`src/rtl/dmg_resolver_if.sv`:
```
// Request/response bundle between the battle control FSM and the damage resolver.
// The HP, KO and status signals also feed the HP displays.
interface dmg_resolver_if;
  logic       start;
  logic       target;
  logic [1:0] p_move;
  logic       dbg_roll_en;
  logic [3:0] dbg_roll;
  logic [3:0] p_hp;
  logic [3:0] ai_hp;
  logic [1:0] ai_move;
  logic       hit;
  logic       busy;
  logic       done;
  logic       p_ko;
  logic       ai_ko;

  modport master (
    output start, target, p_move, dbg_roll_en, dbg_roll,
    input  p_hp, ai_hp, ai_move, hit, busy, done, p_ko, ai_ko
  );

  modport slave (
    input  start, target, p_move, dbg_roll_en, dbg_roll,
    output p_hp, ai_hp, ai_move, hit, busy, done, p_ko, ai_ko
  );
endinterface

```
`src/rtl/dmg_resolver.sv`:
```
// Resolves one attack per request: move-table lookup, LFSR accuracy roll and saturating
// damage. Owns both HP registers.
module dmg_resolver #(
  parameter logic [3:0] P_HP_INIT  = 4'd9,
  parameter logic [3:0] AI_HP_INIT = 4'd5,
  parameter logic [7:0] LFSR_SEED  = 8'hA5
) (
  input logic           clk,
  input logic           rst,
  dmg_resolver_if.slave bus
);

  typedef enum logic [2:0] {IDLE, LOOKUP, RESOLVE, APPLY, DONE} state_t;

  state_t     state_q, state_d;
  logic [7:0] lfsr_q, lfsr_d;
  logic [3:0] p_hp_q, p_hp_d;
  logic [3:0] ai_hp_q, ai_hp_d;
  logic [1:0] ai_move_q, ai_move_d;
  logic [1:0] move_q, move_d;
  logic [3:0] roll_q, roll_d;
  logic [3:0] dmg_q, dmg_d;
  logic [3:0] acc_q, acc_d;
  logic [3:0] eff_dmg_q, eff_dmg_d;
  logic       target_q, target_d;
  logic       hit_int_q, hit_int_d;
  logic       hit_q, hit_d;
  logic [3:0] tgt_hp;
  logic [3:0] tgt_hp_new;
  logic       p_ko;
  logic       ai_ko;

  assign p_ko  = (p_hp_q == 4'd0);
  assign ai_ko = (ai_hp_q == 4'd0);

  always_comb begin
    state_d    = state_q;
    p_hp_d     = p_hp_q;
    ai_hp_d    = ai_hp_q;
    ai_move_d  = ai_move_q;
    move_d     = move_q;
    roll_d     = roll_q;
    dmg_d      = dmg_q;
    acc_d      = acc_q;
    eff_dmg_d  = eff_dmg_q;
    target_d   = target_q;
    hit_int_d  = hit_int_q;
    hit_d      = hit_q;
    // The LFSR free-runs so AI moves and rolls depend on how long the player waited.
    lfsr_d     = {lfsr_q[6:0], lfsr_q[7] ^ lfsr_q[5] ^ lfsr_q[4] ^ lfsr_q[3]};
    tgt_hp     = target_q ? p_hp_q : ai_hp_q;
    tgt_hp_new = (tgt_hp > eff_dmg_q) ? (tgt_hp - eff_dmg_q) : 4'd0;

    case (state_q)
      IDLE: begin
        if (bus.start && !p_ko && !ai_ko) begin
          target_d = bus.target;
          if (bus.target) begin
            move_d    = lfsr_q[5:4];
            ai_move_d = lfsr_q[5:4];
          end else begin
            move_d = bus.p_move;
          end
          roll_d  = bus.dbg_roll_en ? bus.dbg_roll : lfsr_q[3:0];
          state_d = LOOKUP;
        end
      end
      LOOKUP: begin
        case (move_q)
          2'd0:    begin dmg_d = 4'd2; acc_d = 4'd15; end
          2'd1:    begin dmg_d = 4'd4; acc_d = 4'd11; end
          2'd2:    begin dmg_d = 4'd6; acc_d = 4'd7;  end
          default: begin dmg_d = 4'd9; acc_d = 4'd3;  end
        endcase
        state_d = RESOLVE;
      end
      RESOLVE: begin
        hit_int_d = (roll_q <= acc_q);
        eff_dmg_d = hit_int_d ? dmg_q : 4'd0;
        state_d   = APPLY;
      end
      APPLY: begin
        hit_d = hit_int_q;
        if (target_q) begin
          p_hp_d = tgt_hp_new;
        end else begin
          ai_hp_d = tgt_hp_new;
        end
        state_d = DONE;
      end
      DONE:    state_d = IDLE;
      default: state_d = IDLE;
    endcase
  end

  always_ff @(posedge clk) begin
    if (rst) begin
      state_q   <= IDLE;
      lfsr_q    <= LFSR_SEED;
      p_hp_q    <= P_HP_INIT;
      ai_hp_q   <= AI_HP_INIT;
      ai_move_q <= 2'd0;
      move_q    <= 2'd0;
      roll_q    <= 4'd0;
      dmg_q     <= 4'd0;
      acc_q     <= 4'd0;
      eff_dmg_q <= 4'd0;
      target_q  <= 1'b0;
      hit_int_q <= 1'b0;
      hit_q     <= 1'b0;
    end else begin
      state_q   <= state_d;
      lfsr_q    <= lfsr_d;
      p_hp_q    <= p_hp_d;
      ai_hp_q   <= ai_hp_d;
      ai_move_q <= ai_move_d;
      move_q    <= move_d;
      roll_q    <= roll_d;
      dmg_q     <= dmg_d;
      acc_q     <= acc_d;
      eff_dmg_q <= eff_dmg_d;
      target_q  <= target_d;
      hit_int_q <= hit_int_d;
      hit_q     <= hit_d;
    end
  end

  assign bus.p_hp    = p_hp_q;
  assign bus.ai_hp   = ai_hp_q;
  assign bus.ai_move = ai_move_q;
  assign bus.hit     = hit_q;
  assign bus.busy    = (state_q != IDLE);
  assign bus.done    = (state_q == DONE);
  assign bus.p_ko    = p_ko;
  assign bus.ai_ko   = ai_ko;

endmodule
```
`src/flat_wrapper.sv`:
```
// flat-port wrapper written by rule: the top's interface ports become plain ports
module dmg_resolver_flat 
#(
  parameter logic [3:0] P_HP_INIT  = 4'd9,
  parameter logic [3:0] AI_HP_INIT = 4'd5,
  parameter logic [7:0] LFSR_SEED  = 8'hA5
)
  (clk, rst, bus_start, bus_target, bus_p_move, bus_dbg_roll_en, bus_dbg_roll, bus_p_hp, bus_ai_hp, bus_ai_move, bus_hit, bus_busy, bus_done, bus_p_ko, bus_ai_ko);
  dmg_resolver_if bus_i ();
  input logic clk;
  input logic rst;
  input wire logic [$bits(bus_i.start)-1:0] bus_start;
  input wire logic [$bits(bus_i.target)-1:0] bus_target;
  input wire logic [$bits(bus_i.p_move)-1:0] bus_p_move;
  input wire logic [$bits(bus_i.dbg_roll_en)-1:0] bus_dbg_roll_en;
  input wire logic [$bits(bus_i.dbg_roll)-1:0] bus_dbg_roll;
  output wire logic [$bits(bus_i.p_hp)-1:0] bus_p_hp;
  output wire logic [$bits(bus_i.ai_hp)-1:0] bus_ai_hp;
  output wire logic [$bits(bus_i.ai_move)-1:0] bus_ai_move;
  output wire logic [$bits(bus_i.hit)-1:0] bus_hit;
  output wire logic [$bits(bus_i.busy)-1:0] bus_busy;
  output wire logic [$bits(bus_i.done)-1:0] bus_done;
  output wire logic [$bits(bus_i.p_ko)-1:0] bus_p_ko;
  output wire logic [$bits(bus_i.ai_ko)-1:0] bus_ai_ko;
  assign bus_i.start = bus_start;
  assign bus_i.target = bus_target;
  assign bus_i.p_move = bus_p_move;
  assign bus_i.dbg_roll_en = bus_dbg_roll_en;
  assign bus_i.dbg_roll = bus_dbg_roll;
  assign bus_p_hp = bus_i.p_hp;
  assign bus_ai_hp = bus_i.ai_hp;
  assign bus_ai_move = bus_i.ai_move;
  assign bus_hit = bus_i.hit;
  assign bus_busy = bus_i.busy;
  assign bus_done = bus_i.done;
  assign bus_p_ko = bus_i.p_ko;
  assign bus_ai_ko = bus_i.ai_ko;
  dmg_resolver #(.P_HP_INIT(P_HP_INIT), .AI_HP_INIT(AI_HP_INIT), .LFSR_SEED(LFSR_SEED)) u_core (.clk(clk), .rst(rst), .bus(bus_i));
endmodule
```
`config.mk`:
```
export PLATFORM = sky130hd
export DESIGN_NAME = dmg_resolver_flat
export DESIGN_NICKNAME = d
export VERILOG_FILES = /design/src/rtl/dmg_resolver_if.sv /design/src/rtl/dmg_resolver.sv /design/src/flat_wrapper.sv
export SDC_FILE = /design/constraint.sdc
export NUM_CORES = 1
export LEC_CHECK = 0
export ABC_AREA = 1
export ABC_CLOCK_PERIOD_IN_PS = 2200
export CORE_MARGIN = 3
export CORE_UTILIZATION = 50
export CTS_BUF_LIST = sky130_fd_sc_hd__clkbuf_4 sky130_fd_sc_hd__clkbuf_8
export DETAILED_ROUTE_END_ITERATION = 10
export PLACE_DENSITY_LB_ADDON = 0.1
export SKIP_CTS_REPAIR_TIMING = 1
export SLEW_MARGIN = 30
export SYNTH_ARGS = -nofsm -noshare
export SYNTH_HDL_FRONTEND = slang
export SYNTH_SLANG_ARGS = --single-unit
```
`constraint.sdc`:
```
create_clock -name clk -period 2.2 [get_ports clk]
set_input_delay 0.33 -clock clk [delete_from_list [all_inputs] [get_ports clk]]
set_output_delay 0.33 -clock clk [all_outputs]
set_load 0.05 [all_outputs]
```
---- Word level (Yosys, flattened, before mapping) ----
Index checks and enable logic that the tools add are counted.
storage, ports and cells
  bits in registers ....................... 42
  bits of input ports ..................... 11
  word-level logic and storage cells ...... 49
cells by class
  bitwise gates (word level) .............. 4
  $lt $le $gt $ge ......................... 2
  muxes and demuxes ....................... 9
  equality and inequality tests ........... 7
  add/sub/neg operators ................... 1
  reduce and logical (&&, ||, !) cells .... 13
operators by type and width
  operator              count
  $pmux W4 S3           2
  $mux W4               4
  $pmux W3 S4           1
  $logic_not A4 Y1      2
  $eq A3 B2 Y1 const B  2
  $reduce_and A2 Y1     3
  $gt A4 B4 Y1          1
  $le A4 B4 Y1          1
  $sub A4 B4 Y4         1
  $eq A3 B1 Y1 const B  1
  $eq A3 B3 Y1 const B  1
  $logic_not A3 Y1      1
  $mux W3               1
  $reduce_and A3 Y1     1
  $reduce_bool A3 Y1    1
  $xor A1 B1 Y1         3
  $eq A2 B1 Y1 const B  1
  $eq A2 B2 Y1 const B  1
  $logic_and A1 B1 Y1   2
  $logic_not A1 Y1      2
  $logic_not A2 Y1      1
  $mux W2               1
  $ne A2 B1 Y1 const B  1
  $not A1 Y1            1

---- Longest topological paths before layout ----
Gate-level depths: netlist of the first run.
  word-level depth ........................ 6
  gate-level depth with buffers ........... 10
  mapped depth without buffers ............ 10

---- Worst setup path before layout of the first run ----
Ideal clock, no wire load.
  kind .................................... register to register
  start point ............................. reg u_core.ai_hp_q[0], in the netlist u_core.bus.ai_hp[0]
  end point ............................... reg u_core.ai_hp_q[1], in the netlist u_core.bus.ai_hp[1]
  setup time .............................. 70 ps
  data arrival time ....................... 1994 ps
  cell stages (with the launch flop) ...... 10
  path buffers ............................ 0
  slack ................................... 136 ps
  cells stage by stage .................... dfxtp_1 -> inv_1 -> nand2_1 -> o21ai_0 -> ha_1 -> fa_1 -> nor2_1 -> o21ai_1 -> or2_1 -> a21oi_1
on the way
  word-level cells in the longest chain between the ends .. 3
  elaborated cells between the ends (all ways) .. 4
ends and longest elaborated chain
  what                                                  RTL line             text
  from (decl)                                           dmg_resolver.sv:18   logic [3:0] ai_hp_q, ai_hp_d;
  from (signal assigned)                                dmg_resolver.sv:115  ai_hp_q <= ai_hp_d;
  $mux W4 (*)                                           dmg_resolver.sv:51   tgt_hp = target_q ? p_hp_q : ai_hp_q;
  $sub A4 B4 Y4 / $gt A4 B4 Y1 (equally long branches)  dmg_resolver.sv:52   tgt_hp_new = (tgt_hp > eff_dmg_q) ? (tgt_hp - eff_dmg_q) : 4'd0;
  $mux W4 (*)                                           dmg_resolver.sv:52
Every way passes the cells marked *; elsewhere a longest branch is shown, timed or not.
A chain may end at the register's enable or synchronous reset.

---- Worst setup path after layout of the first run ----
  start point ............................. reg u_core.ai_hp_q[0], in the netlist u_core.bus.ai_hp[0]
  end point ............................... out bus_ai_ko
on the way
  word-level cells in the longest chain between the ends .. 1
ends and longest elaborated chain
  what              RTL line            text
  $logic_not A4 Y1  dmg_resolver.sv:34  assign ai_ko = (ai_hp_q == 4'd0);
  to (decl)         flat_wrapper.sv:24  output wire logic [$bits(bus_i.ai_ko)-1:0] bus_ai_ko;
No other way between the ends.

==> key figures, run 1 <==
CTS
  • CTS Sinks: 38
  • Worst-path clk slew: 70 ps
  • Clk_lat worst skew: 290 ps
  • H-tree level count: 2
  • Root Driver: clkbuf_8
  • CTS Buffer Depth: 2
  • Total CTS buffers: 5
  • CTS tree: yes

GRT
  • Gr ovfl total: 0
  • Vias in the first global route: 1369
  • Antenna violations before repair: 0
  • Pin count of the biggest net entering global routing: 25
  • Total GRT Usage: 18.9%
  • First-pass GRT wire length: 6.17 mm

Critical path
  • Critical-path maximum fanout: 3
  • Slowest cell on crit path: clkdlybuf4s50_1
  • WP depth: 4
  • Startpoint Class: register
  • CP peak stage delay: 830 ps
  • Worst Path Class, Setup: register to output pin
  • WP data required: 1870 ps
  • Buffers & Inverters on Critical Path: 2
  • Reg2Reg Depth: 9
  • CP arrival: 1770 ps
  • Crit path cell chain: inv_1 -> nand2_1 -> nor2_2 -> clkdlybuf4s50_1
  • Family with the most delay on the worst path: buffers and inverters
  • Critical Path End Type: output pin

STA
  • Max_slew headroom: 66.5%
  • Setup TNS: 0 ps
  • Crit path time final: 2100 ps
  • Max Slew Vio Count: 0
  • Worst Setup Slack, final: 95.6 ps
  • Max Freq: 475 MHz
  • Hold Fails Final Rpt: 0
  • Final worst-path cycle share: 95.7%
  • Setup-failing EPs final: 0
  • Worst-Margin Slew: 500 ps
  • Clk_skew: 5.32 ps
  • RSZ-0062 raised after global routing: no

Floorplanning
  • Die area: 0.00442 mm²
  • Die Wd: 66.5 µm
  • Starting density of the core: 53.2%
  • Row cnt: 21
  • # IOs: 26
  • Die H: 66.5 µm
  • Core area: 0.00344 mm²

Power
  • Clock Power Share: 30.7%
  • Net Switching: 438 µW
  • Combinational share of power: 19.5%
  • LEAKAGE: 0.000952 µW
  • Sw Share: 28.7%
  • Pint: 1090 µW
  • Flop pwr share: 49.8%
  • Pwr per Cell Area: 687 mW/mm²
  • VDD IR-drop max: 485 µV

Layout
  • Layout cells sized above 1: 9.29%
  • Final #Nets: 294
  • Area grow syn2layout: 21.5%
  • Antenna cells: 0

Yosys
  • Largest family of logic cells by synthesized area: simple AND/OR/NAND/NOR gates
  • Post-Synth Adder-Cell Area: 9.98%
  • Simple-gate portion of the synthesized area: 23.5%
  • Sequential share of the synthesized area: 41.6%
  • Count of unique library cells instantiated by Yosys: 29
  • Cell count after synthesis: 239
  • Ys flop type: dfxtp_1
  • Synth warnings: 0
  • Synthesized Nets: 264
  • XOR/XNOR Fraction of Synth Area: 1.44%
  • Complex-gate fraction of the synthesized area: 14.8%
  • Synth Register Bits: 38
  • Number of enable flip-flop cells after synthesis: 0
  • Cell Area, Synth: 0.00183 mm²
  • Async SR Flop Fraction: 0%
  • Average size of a mapped cell: 7.66 µm²
  • Mux share of post-synthesis cell area: 0%

Route
  • Drt pass-1 iters: 4
  • Vias after detailed routing: 1510
  • Routed vias/inst: 4.79
  • DR iter-0 viols: 126
  • Post-route ant nets: 0
  • WL final: 3.54 mm
  • Residual DRC: 0
  • Post-DR wirelength/cell: 11.2 µm

Hold path
  • Hold Crit Class: register to register
  • WHS Path Cells: 1

Place
  • Final Wtd Congestion: 0.826
  • I/O Buffers: 25
  • Hpwl dp: 2.67 mm
  • Pre-CTS setup slack: 386 ps

Status
  • Status: finished clean

Run
  • Max Cap Viol: 0
[stage by stage]
| stage | cells | cell area [µm²] | power, µW | utilization, % | hold WS, ps |
|---|---|---|---|---|---|
| after floorplan | 239 | 1830 | 989 | - | 388 |
| after global placement | 308 | 2140 | 1070 | 62.1 | 397 |
| after detailed placement | 308 | 2140 | 1070 | 62.1 | 400 |
| after CTS | 315 | 2220 | 1550 | 64.5 | 415 |
| after global routing | 315 | 2220 | 1630 | 64.6 | 430 |
| final | 315 | 2220 | 1530 | 64.6 | 412 |
[power groups by stage]
stage               registers, µW  clock network [µW]  logic, µW
floorplan                     789                   0        201
global placement              775                   0        295
detailed placement            776                   0        298
CTS                           760                 486        299
global route                  765                 518        344
finish                        760                 469        298
[flip-flops by register name (all words and copies together) (netlist names)]
name and flops:
u_core.acc_q 3, u_core.bus.p_hp 4, u_core.dmg_q 2, u_core.move_q 2, u_core.hit_int_q 1, u_core.lfsr_q 8
u_core.target_q 1, u_core.eff_dmg_q 3, u_core.state_q 3, u_core.bus.ai_hp 4, u_core.bus.hit 1, u_core.roll_q 4
u_core.bus.ai_move 2
[synth_stat cells, types with 2 or more instances]
master	n	share of area, %
a211oi_1	2	0.82
a21oi_1	23	6.3
clkbuf_1	3	0.62
dfxtp_1	38	42
ha_1	13	8.9
inv_1	33	6.8
inv_2	4	0.82
nand2_1	43	8.8
nand3_1	10	2.7
nand3b_1	2	0.82
nor2_1	19	3.9
nor2_2	3	1.0
nor2_4	3	1.8
nor3_1	2	0.55
o211ai_1	2	0.82
o21ai_0	23	6.3
o21ai_1	2	0.55
or2_1	2	0.68
xnor2_1	2	0.96
[per-layer routing]
layer  vias to the layer above  part of all wire, %  global-route usage [%]
met3                         4                  5.5                    6.58
met1                       650                   52                    26.2
met4                         0                  1.3                    7.61
met2                        32                   41                    26.5
li1                        824                    -                       -
met5                         -                    0                       0
[area by class of cell]
cell class | instances | area [µm²]
repair buffers | 27 | 268
well taps | 46 | 57.6
inverters | 38 | 144
flip-flops and latches | 38 | 761
fillers | 318 | 1220
multi-input cells | 159 | 910
clock buffers | 7 | 83.8
[cells by family after synthesis]
group	after synthesis
AOI/OAI and AO/OA	52
xor gates and xnor gates	3
adders and majority gates	14
buffers and inverters	42
DFF	38
and+or+nand+nor	90
[placed cells by master, fill, tap and decap left out, types with 3 or more instances in the layout]
master,n
nor2_4,3
clkbuf_8,5
nand3_1,10
dfxtp_1,38
inv_1,33
o21ai_0,23
clkdlybuf4s50_1,24
nor2_1,19
a21oi_1,23
ha_1,13
nand2_1,43
inv_2,4
nor2_2,3
[worst paths after layout]
path                             from             endpoint  slack [ps]
setup / recovery  u_core.bus.ai_hp[0]            bus_ai_ko         100
hold / removal       u_core.lfsr_q[6]     u_core.lfsr_q[7]         410
setup reg to reg      u_core.target_q  u_core.bus.ai_hp[3]         390
hold reg to reg      u_core.lfsr_q[6]     u_core.lfsr_q[7]         410
Power figures use the tool's default switching activity.
==> run 2: changes to the inputs <==
--- a/config.mk
+++ b/config.mk
@@ -8,8 +8,10 @@
 export ABC_AREA = 1
 export ABC_CLOCK_PERIOD_IN_PS = 2200
+export CAP_MARGIN = 15
 export CORE_MARGIN = 3
 export CORE_UTILIZATION = 50
 export CTS_BUF_LIST = sky130_fd_sc_hd__clkbuf_4 sky130_fd_sc_hd__clkbuf_8
 export DETAILED_ROUTE_END_ITERATION = 10
+export MAX_ROUTING_LAYER = met4
 export PLACE_DENSITY_LB_ADDON = 0.1
 export SKIP_CTS_REPAIR_TIMING = 1
==> constraint.sdc (replaced) <==
create_clock -name clk -period 2.2 [get_ports clk]
set_input_delay 0.33 -clock clk [delete_from_list [all_inputs] [get_ports clk]]
set_output_delay 0.33 -clock clk [all_outputs]
set_load 0.02 [all_outputs]
==> run 2 against run 1 <==
Net effect: die area is the same; combinational power shrank 6%; flip-flop and latch count is the same; sequential power is essentially flat; hold slack gained 4.1 ps; global-route usage grew 0.49 points; non-clock buffer count shrank 1; final area grew 0.11%; wire length grew 2.8%; register-to-register slack lost 130 ps; setup slack gained 160 ps; critical path type unchanged; critical endpoint is now bus_done; largest power group unchanged.
==> key figures, run 2 (same netlist as run 1, synthesis figures left out) <==
Status
  • Status: finished clean

STA
  • Worst Setup Slack, final: 258 ps
  • Setup TNS: 0 ps
  • Final worst-path cycle share: 88.3%
  • Hold Fails Final Rpt: 0
  • Worst-Margin Slew: 420 ps
  • Clk_skew: 4.03 ps
  • Max_slew headroom: 72.0%
  • Max Slew Vio Count: 0
  • RSZ-0062 raised after global routing: no
  • Setup-failing EPs final: 0
  • Max Freq: 515 MHz
  • Crit path time final: 1940 ps
  • Hold_ws: 416 ps

CTS
  • H-tree level count: 2
  • Total CTS buffers: 5
  • CTS Buffer Depth: 2
  • CTS Sinks: 38
  • Root Driver: clkbuf_8
  • CTS tree: yes
  • Clk_lat worst skew: 290 ps
  • Worst-path clk slew: 70 ps

Layout
  • Commonest non-fill, non-tap cells in the layout: 43 x nand2_1, 37 x dfxtp_1, 33 x inv_1
  • Antenna cells: 0
  • Post-route cell area: 0.00223 mm²
  • Most flops, register: u_core.lfsr_q
  • Max reg flops: 8
  • Multi-input gate area: 910 µm²
  • Layout cells sized above 1: 9.67%
  • # fillers: 324
  • Sequential cell area: 762 µm²
  • Area grow syn2layout: 21.6%
  • Final #Nets: 293
  • Most common cell after layout, fill and taps aside: nand2_1

Route
  • Post-route ant nets: 0
  • Vias after detailed routing: 1515
  • WL final: 3.64 mm
  • Drt pass-1 iters: 4
  • Residual DRC: 0
  • Post-DR wirelength/cell: 11.6 µm
  • Routed vias/inst: 4.81
  • DR iter-0 viols: 63

Place
  • Final Wtd Congestion: 0.875
  • DP Area: 0.00213 mm²
  • I/O Buffers: 25
  • Pre-CTS setup slack: 167 ps
  • Hpwl dp: 2.72 mm

Floorplanning
  • Starting density of the core: 53.2%
  • Die Wd: 66.5 µm
  • # IOs: 26
  • Row cnt: 21
  • Core area: 0.00344 mm²
  • Die H: 66.5 µm
  • Die area: 0.00442 mm²

Critical path
  • Startpoint Class: register
  • Worst Path Class, Setup: register to output pin
  • Critical-path maximum fanout: 3
  • Critical Path End Type: output pin
  • Reg2Reg Depth: 10
  • CP arrival: 1610 ps
  • WP data required: 1870 ps

GRT
  • Vias in the first global route: 1392
  • First-pass GRT wire length: 6.29 mm
  • Total GRT Usage: 19.4%
  • Gr ovfl total: 0
  • Antenna violations before repair: 0
  • Pin count of the biggest net entering global routing: 25

Power
  • Flop pwr share: 49.5%
  • LEAKAGE: 0.000931 µW
  • Sw Share: 28.7%
  • Pwr per Cell Area: 691 mW/mm²
  • Combinational share of power: 18.1%
  • Net Switching: 442 µW
  • Clock Power Share: 32.3%
  • Pint: 1100 µW
  • VDD IR-drop max: 492 µV

Run
  • Max Cap Viol: 0

Hold path
  • WHS Path Cells: 1
  • Hold Crit Class: register to register
-- run 2: changes by cell type in the layout (fill, tap and decap cells not counted), sizes merged --
| cell | previous run | this run |
|---|---|---|
| clkinv | 1 | 2 |
| clkdlybuf4s50 | 24 | 25 |
| clkinvlp | 0 | 1 |
| clkbuf | 7 | 6 |
| buf | 2 | 1 |
| dlymetal6s2s | 1 | 0 |
-- run 2: power groups by stage --
| stage | clock, µW | sequential [µW] | combinational (µW) |
|---|---|---|---|
| detailed placement | 0 | 778 | 278 |
| global route | 550 | 769 | 320 |
| CTS | 508 | 762 | 281 |
| floorplan | 0 | 778 | 194 |
| finish | 497 | 762 | 279 |
| global placement | 0 | 777 | 274 |
-- run 2: layout make-up --
class	count	area share, %
clock buffer	6	3.71
clock inverter	2	0.562
inverter	38	6.46
multi-input combinational	159	40.9
sequential	38	34.2
tap	46	2.59
timing repair buffer	26	11.6
-- run 2: final timing paths --
check | start | end | slack [ps]
setup / recovery | u_core.state_q[2] | bus_done | 260
hold reg to reg | u_core.lfsr_q[6] | u_core.lfsr_q[7] | 420
hold / removal | u_core.lfsr_q[6] | u_core.lfsr_q[7] | 420
setup reg to reg | u_core.target_q | u_core.bus.ai_hp[3] | 260
-- run 2: critical path, stage by stage, from the launching register on --
cell             delay [ps]
dfxtp_1                 350
inv_1                   100
nor3_1                  230
clkdlybuf4s50_1         660
-- run 2: metrics by stage --
stage | power [µW] | util (%) | instances
floorplan | 971 | - | 239
global route | 1640 | 64.7 | 315
global placement | 1050 | 61.9 | 307
CTS | 1550 | 64.6 | 315
finish | 1540 | 64.7 | 315
detailed placement | 1060 | 61.9 | 307
-- run 2: metal layers --
metal  vias to the layer above  track usage, %  wire length [µm]
li1                        825               -                 -
met4                         0            6.09                33
met1                       667            26.2              1960
met3                         4            6.58               105
met5                         -               -                 0
met2                        19            27.3              1550
==> run 3: changes to the inputs <==
SKIP_LAST_GASP = 1   (was default)
==> results of run 3 <==
The final DEF is identical to that of run 2; final timing and power are the same.
